$ cat config.mk
export PLATFORM = sky130hd
export DESIGN_NAME = lista_aberta_ordenada
export DESIGN_NICKNAME = d
export VERILOG_FILES = /design/src/rtl/lista_aberta_ordenada.sv
export SDC_FILE = /design/constraint.sdc
export NUM_CORES = 1
export LEC_CHECK = 0
export ABC_AREA = 0
export BUFFER_PORTS_ARGS = -buffer_cell sky130_fd_sc_hd__buf_2
export CORE_MARGIN = 5
export CORE_UTILIZATION = 54
export DETAILED_ROUTE_END_ITERATION = 16
export PLACE_DENSITY_LB_ADDON = 0.12
export SLEW_MARGIN = 10
export SYNTH_ARGS = -nofsm -noshare
export SYNTH_HDL_FRONTEND = slang
export SYNTH_SLANG_ARGS = --single-unit
$ cat constraint.sdc
create_clock -name clk -period 4.7 [get_ports clk]
set_input_delay 0.94 -clock clk [delete_from_list [all_inputs] [get_ports clk]]
set_output_delay 0.94 -clock clk [all_outputs]
set_load 0.02 [all_outputs]
$ cat src/rtl/lista_aberta_ordenada.sv
// Ordered open list for A*: INSERIR keeps the best g per address, RETIRAR
// scans every slot and pops the entry with the smallest g+h (lowest slot wins ties).
module lista_aberta_ordenada #(
   parameter int NUM_NA          = 4,
   parameter int ADDR_WIDTH      = 5,
   parameter int DISTANCIA_WIDTH = 5,
   parameter int CUSTO_WIDTH     = 4,
   parameter int CRITERIO_WIDTH  = DISTANCIA_WIDTH + 1
) (
   input  logic                         clk,
   input  logic                         rst_n,
   input  logic                         cmd_valid_in,
   input  logic [1:0]                   cmd_op_in,
   input  logic [ADDR_WIDTH-1:0]        endereco_in,
   input  logic [ADDR_WIDTH-1:0]        anterior_in,
   input  logic [DISTANCIA_WIDTH-1:0]   distancia_in,
   input  logic [CUSTO_WIDTH-1:0]       heuristica_in,
   output logic                         cmd_ready_out,
   output logic                         res_valid_out,
   input  logic                         res_ready_in,
   output logic [ADDR_WIDTH-1:0]        res_endereco_out,
   output logic [ADDR_WIDTH-1:0]        res_anterior_out,
   output logic [DISTANCIA_WIDTH-1:0]   res_distancia_out,
   output logic                         res_vazio_out,
   output logic [$clog2(NUM_NA+1)-1:0]  la_contagem_out,
   output logic                         la_cheio_out,
   output logic                         la_vazio_out,
   output logic                         la_overflow_out
);

   localparam int CNT_W = $clog2(NUM_NA + 1);
   localparam int IDX_W = $clog2(NUM_NA);
   localparam int SUM_W = (DISTANCIA_WIDTH + 1 > CRITERIO_WIDTH) ? DISTANCIA_WIDTH + 1 : CRITERIO_WIDTH;
   localparam logic [SUM_W-1:0] CRIT_MAX = SUM_W'((64'd1 << CRITERIO_WIDTH) - 64'd1);

   localparam logic [1:0] OP_INSERIR = 2'b00;
   localparam logic [1:0] OP_RETIRAR = 2'b01;
   localparam logic [1:0] OP_LIMPAR  = 2'b10;

   localparam logic [1:0] S_OCIOSO    = 2'd0;
   localparam logic [1:0] S_INSERIR   = 2'd1;
   localparam logic [1:0] S_VARRER    = 2'd2;
   localparam logic [1:0] S_RESULTADO = 2'd3;

   logic [1:0]                  state_q, state_d;
   logic                        aceita;

   logic [NUM_NA-1:0]           valido_q;
   logic [ADDR_WIDTH-1:0]       end_mem_q  [NUM_NA];
   logic [ADDR_WIDTH-1:0]       ant_mem_q  [NUM_NA];
   logic [DISTANCIA_WIDTH-1:0]  dist_mem_q [NUM_NA];
   logic [CRITERIO_WIDTH-1:0]   crit_mem_q [NUM_NA];
   logic                        overflow_q;

   logic [ADDR_WIDTH-1:0]       ins_end_q, ins_ant_q;
   logic [DISTANCIA_WIDTH-1:0]  ins_dist_q;
   logic [CUSTO_WIDTH-1:0]      ins_heur_q;
   logic [SUM_W-1:0]            ins_soma;
   logic [CRITERIO_WIDTH-1:0]   ins_crit;

   logic                        hit, livre;
   logic [IDX_W-1:0]            hit_idx, livre_idx;
   logic [CNT_W-1:0]            contagem;

   logic [CNT_W-1:0]            scan_q;
   logic [IDX_W-1:0]            scan_idx;
   logic                        scan_fim, scan_melhor;
   logic                        best_ok_q;
   logic [IDX_W-1:0]            best_idx_q;
   logic [CRITERIO_WIDTH-1:0]   best_crit_q;

   logic [ADDR_WIDTH-1:0]       res_end_q, res_ant_q;
   logic [DISTANCIA_WIDTH-1:0]  res_dist_q;
   logic                        res_vazio_q;

   assign cmd_ready_out = (state_q == S_OCIOSO);
   assign aceita        = cmd_valid_in && cmd_ready_out;

   // Sum is formed wide enough never to wrap, then clamped to the criterio range.
   assign ins_soma = SUM_W'(ins_dist_q) + SUM_W'(ins_heur_q);
   assign ins_crit = (ins_soma > CRIT_MAX) ? '1 : CRITERIO_WIDTH'(ins_soma);

   always_comb begin
      // NOTE: every always_comb output gets a default first so no latch is inferred.
      hit       = 1'b0;
      hit_idx   = '0;
      livre     = 1'b0;
      livre_idx = '0;
      contagem  = '0;
      for (int i = NUM_NA - 1; i >= 0; i--) begin
         if (valido_q[i] && (end_mem_q[i] == ins_end_q)) begin
            hit     = 1'b1;
            hit_idx = IDX_W'(i);
         end
         if (!valido_q[i]) begin
            livre     = 1'b1;
            livre_idx = IDX_W'(i);
         end
         contagem = contagem + CNT_W'(valido_q[i]);
      end
   end

   assign scan_idx    = IDX_W'(scan_q);
   assign scan_fim    = (scan_q == CNT_W'(NUM_NA));
   assign scan_melhor = !scan_fim && valido_q[scan_idx] &&
                        (!best_ok_q || (crit_mem_q[scan_idx] < best_crit_q));

   always_comb begin
      state_d = state_q;
      case (state_q)
         S_OCIOSO: begin
            if (aceita && cmd_op_in == OP_INSERIR) state_d = S_INSERIR;
            if (aceita && cmd_op_in == OP_RETIRAR) state_d = S_VARRER;
         end
         S_INSERIR:   state_d = S_OCIOSO;
         S_VARRER:    if (scan_fim) state_d = S_RESULTADO;
         S_RESULTADO: if (res_ready_in) state_d = S_OCIOSO;
         default:     state_d = S_OCIOSO;
      endcase
   end

   // NOTE: sequential state uses non-blocking assignments so every flop samples pre-edge values.
   always_ff @(posedge clk or negedge rst_n) begin
      if (!rst_n) begin
         state_q     <= S_OCIOSO;
         valido_q    <= '0;
         overflow_q  <= 1'b0;
         scan_q      <= '0;
         best_ok_q   <= 1'b0;
         best_idx_q  <= '0;
         best_crit_q <= '0;
         res_end_q   <= '0;
         res_ant_q   <= '0;
         res_dist_q  <= '0;
         res_vazio_q <= 1'b0;
      end else begin
         state_q <= state_d;
         case (state_q)
            S_OCIOSO: begin
               if (aceita && cmd_op_in == OP_LIMPAR) begin
                  valido_q   <= '0;
                  overflow_q <= 1'b0;
               end
               if (aceita && cmd_op_in == OP_RETIRAR) begin
                  scan_q    <= '0;
                  best_ok_q <= 1'b0;
               end
            end
            S_INSERIR: begin
               if (!hit) begin
                  if (livre) valido_q[livre_idx] <= 1'b1;
                  else       overflow_q          <= 1'b1;
               end
            end
            S_VARRER: begin
               if (scan_fim) begin
                  res_vazio_q <= !best_ok_q;
                  res_end_q   <= best_ok_q ? end_mem_q[best_idx_q]  : '0;
                  res_ant_q   <= best_ok_q ? ant_mem_q[best_idx_q]  : '0;
                  res_dist_q  <= best_ok_q ? dist_mem_q[best_idx_q] : '0;
                  if (best_ok_q) valido_q[best_idx_q] <= 1'b0;
               end else begin
                  scan_q <= scan_q + CNT_W'(1);
                  if (scan_melhor) begin
                     best_ok_q   <= 1'b1;
                     best_idx_q  <= scan_idx;
                     best_crit_q <= crit_mem_q[scan_idx];
                  end
               end
            end
            default: ;
         endcase
      end
   end

   // NOTE: slot payload and the latched command are not reset; the valid bits alone decide what is live.
   always_ff @(posedge clk) begin
      if (aceita && cmd_op_in == OP_INSERIR) begin
         ins_end_q  <= endereco_in;
         ins_ant_q  <= anterior_in;
         ins_dist_q <= distancia_in;
         ins_heur_q <= heuristica_in;
      end
      if (state_q == S_INSERIR) begin
         if (hit) begin
            if (ins_dist_q < dist_mem_q[hit_idx]) begin
               ant_mem_q[hit_idx]  <= ins_ant_q;
               dist_mem_q[hit_idx] <= ins_dist_q;
               crit_mem_q[hit_idx] <= ins_crit;
            end
         end else if (livre) begin
            end_mem_q[livre_idx]  <= ins_end_q;
            ant_mem_q[livre_idx]  <= ins_ant_q;
            dist_mem_q[livre_idx] <= ins_dist_q;
            crit_mem_q[livre_idx] <= ins_crit;
         end
      end
   end

   assign res_valid_out     = (state_q == S_RESULTADO);
   assign res_endereco_out  = res_end_q;
   assign res_anterior_out  = res_ant_q;
   assign res_distancia_out = res_dist_q;
   assign res_vazio_out     = res_vazio_q;
   assign la_contagem_out   = contagem;
   assign la_cheio_out      = (contagem == CNT_W'(NUM_NA));
   assign la_vazio_out      = (contagem == '0);
   assign la_overflow_out   = overflow_q;

endmodule

Word level (Yosys, flattened, before mapping):

Memory sizes are Yosys's and may differ from the RTL's.
Index checks and enable logic that the tools add are counted.

* RAM bits: 84
* ROM bits: 0
* memories kept: 4
* input port bits: 25
* output and inout port bits: 24
* register bits after elaboration: 54
* bits in latches: 0
* logic and storage cells: 154

Memory list
* crit_mem_q: words 4, width 6, read ports 1, clocked after Yosys merged registers in 0, wr ports 1, RTL line 52 `logic [CRITERIO_WIDTH-1:0] crit_mem_q [NUM_NA];`
* ant_mem_q: words 4, width 5, read ports 1, clocked after Yosys merged registers in 0, wr ports 1, RTL line 50 `logic [ADDR_WIDTH-1:0] ant_mem_q [NUM_NA];`
* dist_mem_q: words 4, width 5, read ports 2, clocked after Yosys merged registers in 0, wr ports 1, RTL line 51 `logic [DISTANCIA_WIDTH-1:0] dist_mem_q [NUM_NA];`
* end_mem_q: words 4, width 5, read ports 5, clocked after Yosys merged registers in 0, wr ports 1, RTL line 49 `logic [ADDR_WIDTH-1:0] end_mem_q [NUM_NA];`

* equality and inequality tests: 22
* div/mod/pow operators: 0
* bitwise gates (word level): 4
* mux-type cells: 65
* shift operators: 0
* $add $sub $neg: 5
* reduce and logical (&&, ||, !) cells: 31
* magnitude comparators: 8
* $mul: 0

Operator list (number)
* $mux W2: 15
* $mux W1: 28
* $mux W5: 5
* $eq A5 B5 Y1: 4
* $mux W4: 5
* $ne A2 B2 Y1 const B: 7
* $logic_and A1 B1 Y1: 12
* $mux W6: 2
* $pmux W4 S3: 1
* $reduce_or A5 Y1: 2
* $lt A2 B3 Y1 const B: 3
* $reduce_and A3 Y1: 3
* $pmux W2 S4: 1
* $reduce_and A4 Y1: 2
* $add A5 B4 Y6: 1
* $eq A2 B2 Y1 const B: 3
* $eq A3 B3 Y1 const B: 2
* $gt A6 B6 Y1 const B: 1
* $lt A6 B6 Y1: 1
* $mux W3: 2
* $ne A2 B1 Y1 const B: 3
* $pmux W3 S2: 1
* $reduce_and A6 Y1: 1
* $reduce_or A6 Y1: 1
* other kinds (22): 29

Longest topological paths before layout:

Gate-level depths: netlist of run 1.
An unclocked memory read counts as a cell.

* depth in word-level cells: 13
* depth in mapped cells: 15
* mapped depth without buffers: 14

Worst setup path after synthesis of run 1:

Ideal clock, no wire load.

* path kind: reg-to-reg
* start: register ins_end_q[2]
* end: memory ant_mem_q[0][0], enable pin
* path slack: 38 ps
* required time: 4286 ps
* cell stages (with the launch flop): 15
* arrival: 4247 ps
* period minus slack after synthesis: 4662 ps
* buffers on the path: 1
* setup time: 414 ps
* cells stage by stage: edfxtp_1 -> buf_6 -> xor2_1 -> nor4_2 -> nand3_1 -> a21oi_4 -> mux2_2 -> o21ai_1 -> ha_1 -> a21o_1 -> a21o_1 -> a21oi_1 -> o2111a_2 -> a21boi_4 -> a211oi_1

* word-level cells in the longest chain between the ends: 13
* elaborated cells between the ends (all ways): 28
* classes of those cells: order compare: 1; eq/ne: 4; mux: 17; reduce/logical: 5; memory: 1

Ends and longest elaborated chain
* start, declared: RTL line 55 `logic [ADDR_WIDTH-1:0] ins_end_q, ins_ant_q;`
* start signal, assigned: RTL line 179 `ins_end_q <= endereco_in;`
* $eq A5 B5 Y1: RTL line 91 `if (valido_q[i] && (end_mem_q[i] == ins_end_q)) begin`
* $logic_and A1 B1 Y1: RTL line 91
* $mux W2 (4 in series): RTL line 91
* $mem_v2 Z4 W5
* $lt A5 B5 Y1: RTL line 186 `if (ins_dist_q < dist_mem_q[hit_idx]) begin`
* $mux W1: RTL line 186
* $mux W1: RTL line 185 `if (hit) begin`
* $mux W1: RTL line 184 `if (state_q == S_INSERIR) begin`
* $mux W1 (implied by the code): RTL line 187 `ant_mem_q[hit_idx] <= ins_ant_q;`
* $mux W1 (no source line)
* end, declared: RTL line 50

Parallel ways exist; a longest one is shown, timed or not.

Worst setup path in the final report of run 1:

* start: register ins_end_q[2]
* end: memory dist_mem_q[3][4], enable pin

* word-level cells in the longest chain between the ends: 13
* elaborated cells between the ends (all ways): 28
* classes of those cells: order compare: 1; eq/ne: 4; mux: 17; reduce/logical: 5; memory: 1

Ends and longest elaborated chain
* $eq A5 B5 Y1: RTL line 91
* $logic_and A1 B1 Y1: RTL line 91
* $mux W2 (4 in series): RTL line 91
* $mem_v2 Z4 W5
* $lt A5 B5 Y1: RTL line 186
* $mux W1: RTL line 186
* $mux W1: RTL line 185
* $mux W1: RTL line 184
* $mux W1 (implied by the code): RTL line 188 `dist_mem_q[hit_idx] <= ins_dist_q;`
* $mux W1 (no source line)
* end, declared: RTL line 51

Parallel ways exist; a longest one is shown, timed or not.

==> results.toml, run 1 <==
[placement]
portBuffers = 48
place_congestion = 0.832
place_ws_ps = 603
dp_cells = 604
hpwl_um = 8520

[floorplanning]
std_cell_rows = 39
start_util_pct = 55.4
die_x_um = 119
die_h_um = 119
dieArea_um2 = 14100
io-pin-count = 49
coreArea_um2 = 11500

[timing]
post-route-min-period_ps = 4100
max_freq_ghz = 0.244
timing.setup.tns_ps = 0
rsz0062_at_grt = "no"
period_share_pct = 87.2
fin_ws_ps = 603
slew_headroom_pct = 29.2
maxSlewViolCount = 0
setup_viol = 0
final-hold-violation-count = 0
skew_ps = 8.32
tightest_slew_ps = 1060

[power]
leakagePower_nw = 2.70
finalPower_mw = 3.92
peakVddDrop_v = 0.000306
powerDensity_nw_per_um2 = 536

[status]
run_status = "complete, no violations"

[synthesis]
syn-cell-area_um2 = 6380
yosysSeqAreaShare_pct = 62.2
synthesis.nets = 474
synth_cells = 423
yosysWarnings = 0
avgSynthCellArea_um2 = 15.1
synth_seq_cells = 138
async_flop_share_pct = 25.4
synth_cell_types = 64
yosys_most_used_dff = "edfxtp_1"
synth_edf_count = 103

[clock_tree]
cts-htree-levels = 4
postCtsSetupBuffers = 0
path_clk_slew_ps = 60
cts_tree = "done"
cts-buffers-inserted = 17
clock_latency_ps = 420
cts.sinks = 138
hold_buffers = 0
cts_resized = 0
cts_buffer_depth = 2
cts_root_buf = "clkbuf_16"

[grt]
grt_use_met1_pct = 27.0
grtUsageMet3_pct = 4.30
grtUsageTotal_pct = 19.5
grt_max_degree = 36
overflow = 0
antenna_found_initial = 0
grt_pass1_wl_um = 20900
grt_pass1_vias = 3783
grt_util_met2_pct = 30.2
grt.busiest_layer = "met2"

[critical_path]
critPathLaunchType = "flop"
r2r_setup_slack_ps = 600
slowest_delay_ps = 520
path_delay_family = "compound AO/OA/AOI/OAI gates"
r2r_start = "ins_end_q[2]"
worst_ep_required_time_ps = 4790
critPathArrivalTime_ps = 4190
reg2reg_depth = 14
critPathBufInv = 1
crit_fanout = 16
crit_path_top_delay_cell = "edfxtp_1"
reg2reg_to = "dist_mem_q[3][4]"
crit_chain = "xor2_1 -> nor4_2 -> nand3_1 -> a21oi_4 -> mux2_2 -> o21ai_1 -> ha_1 -> a21o_1 -> a21o_1 -> a21oi_1 -> a41oi_1 -> a21boi_4 -> nor3_2 -> buf_4"
worst-setup-path-type = "reg -> reg"
crit_path_end_kind = "flop"
critical_path.most_common_cell = "a21o_1"

[worst_hold_path]
hold_end = "la_overflow_out"
holdPathStages = 2
holdCritStartpoint = "la_overflow_out"
min-delay-path-class = "reg -> reg"

[route]
drtAntennaViolNets = 0
vias = 3704
first_pass_iters = 4
drt_iter0_drc = 292
routed_wl_um = 12600
avgViaCountPerCell = 5.82
drc = 0
wl_per_cell_um = 19.8

[flow_run]
drv_cap = 0

[finish]
fin_nets = 531
final_cell_mix = "edfxtp_1 (103), buf_2 (48), dfrtp_1 (35)"
area_delta_synth_final_pct = 14.6
drive_gt1_share_pct = 27.4
layout.cells.non_filler = 636
final_common_cell = "edfxtp_1"
diodes = 0
-- how the worst max path moves through the flow --
stage | start | to | slack (ps) | depth (start not counted)
2_1_floorplan | ins_end_q[2] | ant_mem_q[0][0] | 40 | 14
3_3_place_gp | ins_end_q[2] | crit_mem_q[3][0] | 720 | 14
3_5_place_dp | ins_end_q[2] | ant_mem_q[3][4] | 600 | 14
4_1_cts | ins_end_q[2] | dist_mem_q[3][4] | 570 | 14
5_1_grt | ins_end_q[2] | ant_mem_q[2][3] | 280 | 14
6_report | ins_end_q[2] | dist_mem_q[3][4] | 600 | 14
-- synth_stat cells (all sizes together) (2+ instances only) --
master | instances | area share (%)
inv | 22 | 1.3
edfxtp | 103 | 48
clkbuf | 9 | 0.53
a21o | 4 | 0.47
dfrtp | 35 | 14
nor2 | 7 | 0.41
fa | 2 | 0.63
o21ai | 25 | 2.0
nand4 | 5 | 0.69
and2 | 2 | 0.20
ha | 24 | 4.7
a21oi | 13 | 1.2
nor2b | 2 | 0.20
o211ai | 2 | 0.24
or3 | 3 | 0.29
a2bb2oi | 2 | 0.27
and3 | 3 | 0.37
mux2 | 6 | 1.1
o31ai | 2 | 0.31
nand2b | 4 | 0.39
xnor2 | 17 | 2.3
xor2 | 6 | 0.82
o21a | 2 | 0.24
mux4 | 22 | 7.8
nand3 | 5 | 0.39
a211oi | 4 | 0.55
nor3 | 8 | 1.1
mux2i | 4 | 0.63
and4 | 2 | 0.27
a21boi | 2 | 0.47
nand2 | 28 | 1.6
a22o | 17 | 2.3
o221ai | 2 | 0.37
buf | 10 | 0.90
o22ai | 4 | 0.39
nor4 | 2 | 0.53
-- per-stage QoR --
step	hold WS, ps	util, %	cell area (µm²)
4_1_cts	497	63.5	7310
5_1_grt	524	63.5	7310
6_report	488	63.5	7310
3_3_place_gp	477	58.9	6780
2_1_floorplan	459	-	6380
3_5_place_dp	484	58.9	6780
-- cells by family after synthesis --
group                    share of synthesized area (%)
XOR/XNOR                                          3.16
flip-flops                                        62.2
buffers and inverters                             2.73
AO/OA/AOI/OAI                                     10.1
AND/OR/NAND/NOR                                   7.00
adder cells (fa/ha/maj)                           5.34
multiplexers                                      9.45
-- sequential cells by signal, summed over array words and instances, names as in the netlist, 6 cells and up --
name,flops
ant_mem_q,20
end_mem_q,20
dist_mem_q,20
best_crit_q,6
crit_mem_q,24
-- power breakdown --
group	total, mW	switching [mW]	internal, mW
logic	1.06	0.595	0.468
clock network	1.17	0.498	0.673
registers	1.69	0.141	1.55
total	3.92	1.23	2.69
-- layer usage --
metal  wire length (µm)  vias to the layer above
met5                  0                        -
met4                208                        0
met3                747                       12
met2               6050                      103
met1               5550                     1837
li1                   -                     1752
-- final cells by class --
| type | instances | area [µm²] |
|---|---|---|
| tap | 143 | 179 |
| multi-input combinational | 244 | 2240 |
| timing repair buffer | 57 | 308 |
| sequential | 138 | 3970 |
| inverter | 22 | 82.6 |
| clock inverter | 14 | 100 |
| clock buffer | 18 | 429 |
| fill | 856 | 4210 |
-- worst register-to-register path: cells and delay by family (launching register included) --
family	cells	cell delay (ps)
flip-flops	1	520
multiplexers	1	380
AO/OA/AOI/OAI	7	1350
adder cells (fa/ha/maj)	1	250
buffers and inverters	1	280
AND/OR/NAND/NOR	3	770
XOR/XNOR	1	210
Note: power is estimated with default switching activity, not from simulation.
==> inputs of run 2 (changes only) <==
--- a/config.mk
+++ b/config.mk
@@ -7,8 +7,10 @@
 export LEC_CHECK = 0
 export ABC_AREA = 0
 export BUFFER_PORTS_ARGS = -buffer_cell sky130_fd_sc_hd__buf_2
+export CELL_PAD_IN_SITES_DETAIL_PLACEMENT = 0
+export CELL_PAD_IN_SITES_GLOBAL_PLACEMENT = 1
 export CORE_MARGIN = 5
-export CORE_UTILIZATION = 54
+export CORE_UTILIZATION = 46
 export DETAILED_ROUTE_END_ITERATION = 16
 export PLACE_DENSITY_LB_ADDON = 0.12
 export SLEW_MARGIN = 10
==> run 2 against run 1 <==
Wire length up 5.0%. Critical path type unchanged. Clock skew down 2.7 ps. Largest cell class unchanged. Critical path depth unchanged.
==> results.toml, run 2 (same netlist as run 1, synthesis figures left out) <==
[timing]
slew_headroom_pct = 37.8
post-route-min-period_ps = 4110
tightest_slew_ps = 933
final-hold-violation-count = 0
timing.setup.tns_ps = 0
setup_viol = 0
period_share_pct = 87.4
max_freq_ghz = 0.243
rsz0062_at_grt = "no"
maxSlewViolCount = 0
skew_ps = 5.66

[route]
routed_wl_um = 13200
drc = 0
drt_iter0_drc = 300
avgViaCountPerCell = 5.49
vias = 3698
wl_per_cell_um = 19.6
first_pass_iters = 4
drtAntennaViolNets = 0

[placement]
portBuffers = 48
hpwl_um = 8980
placed_cell_area_um2 = 6840
place_congestion = 0.807

[finish]
diodes = 0
fin_nets = 532
fillers = 1163
fin_util_pct = 54.2
finalInstanceArea_um2 = 7440
final_cell_mix = "edfxtp_1 (103), buf_2 (48), dfrtp_1 (35)"
final_common_cell = "edfxtp_1"
drive_gt1_share_pct = 27.5
largest_reg_flops = 24
largest_register = "crit_mem_q"
area_delta_synth_final_pct = 16.7

[critical_path]
path_delay_family = "compound AO/OA/AOI/OAI gates"
crit_path_top_delay_cell = "edfxtp_1"
critPathArrivalTime_ps = 4200
crit_fanout = 16
worst-setup-path-type = "reg -> reg"
crit_chain = "xor2_1 -> nor4_2 -> nand3_1 -> a21oi_4 -> mux2_2 -> o21ai_1 -> ha_1 -> a21o_1 -> a21o_1 -> a21oi_1 -> a41oi_1 -> a21boi_4 -> nor3_2 -> buf_4"
slowest_delay_ps = 520
critPathBufInv = 1
critPathLaunchType = "flop"
worst_ep_required_time_ps = 4790
crit_path_end_kind = "flop"
critical_path.most_common_cell = "a21o_1"

[grt]
antenna_found_initial = 0
grt_util_met2_pct = 27.4
grt.busiest_layer = "met2"
grt_max_degree = 36
grtUsageTotal_pct = 17.3
grt_use_met1_pct = 23.9
grtUsageMet3_pct = 4.04
grt_pass1_wl_um = 21300
overflow = 0
grt_pass1_vias = 3875

[floorplanning]
io-pin-count = 49
die_h_um = 128
die_x_um = 128
coreArea_um2 = 13700
dieArea_um2 = 16300
std_cell_rows = 43
start_util_pct = 46.5

[clock_tree]
cts.sinks = 138
cts-buffers-inserted = 17
hold_buffers = 0
cts_root_buf = "clkbuf_16"
cts_buffer_depth = 2
cts-htree-levels = 4
cts_resized = 0
clock_latency_ps = 410
path_clk_slew_ps = 60
postCtsSetupBuffers = 0
cts_tree = "done"

[worst_hold_path]
min-delay-path-class = "reg -> reg"

[power]
peakVddDrop_v = 0.000261
leakagePower_nw = 2.73
powerDensity_nw_per_um2 = 551
finalPower_mw = 4.10

[status]
run_status = "complete, no violations"

[flow_run]
drv_cap = 0
[run 2: where the power goes]
group / leakage, nW / switching, mW / internal [mW]
Combinational: 1.05 / 0.600 / 0.471
Sequential: 1.40 / 0.142 / 1.55
Clock: 0.284 / 0.506 / 0.839
Total: 2.73 / 1.25 / 2.86
[run 2: worst paths after layout]
check                                 from             endpoint  slack, ps  depth (start not counted)
max                           ins_end_q[2]     dist_mem_q[2][1]        590                         14
min                        la_overflow_out      la_overflow_out        490                          2
max reg2reg                   ins_end_q[2]     dist_mem_q[2][1]        590                         14
min reg2reg                la_overflow_out      la_overflow_out        490                          2
max in group asynchronous            rst_n       best_crit_q[0]       3450                          1
min in group asynchronous            rst_n  res_endereco_out[1]        670                          1
[run 2: area by class of cell]
type                            instances  area, µm²  area share [%]
Tap cell                              180        225            3.03
Multi-Input combinational cell        244       2250            30.2
Timing Repair Buffer                   58        315            4.24
Clock buffer                           19        433            5.82
Sequential cell                       138       3970            53.3
Clock inverter                         13        170            2.29
Inverter                               22       82.6            1.11
[run 2: worst register-to-register path, stage by stage, from the launching register on]
cell and delay, ps:
edfxtp_1 520, xor2_1 210, nor4_2 360, nand3_1 230, a21oi_4 380, mux2_2 380
o21ai_1 120, ha_1 250, a21o_1 160, a21o_1 170, a21oi_1 200, a41oi_1 150
a21boi_4 200, nor3_2 190, buf_4 290
[run 2: routing by layer]
layer	vias up	part of all wire, %	routed length (µm)
met4	0	1.3	170
met1	1854	47	6200
met3	14	4.3	568
met5	-	0	0
met2	79	47	6260
li1	1751	-	-
[run 2: metrics by stage]
stage          hold slack (ps)  setup WS, ps  cells
6_report                   494           591    674
4_1_cts                    504           547    674
5_1_grt                    522           252    674
3_5_place_dp               488           550    642
3_3_place_gp               482           672    642
2_1_floorplan              459          38.4    423
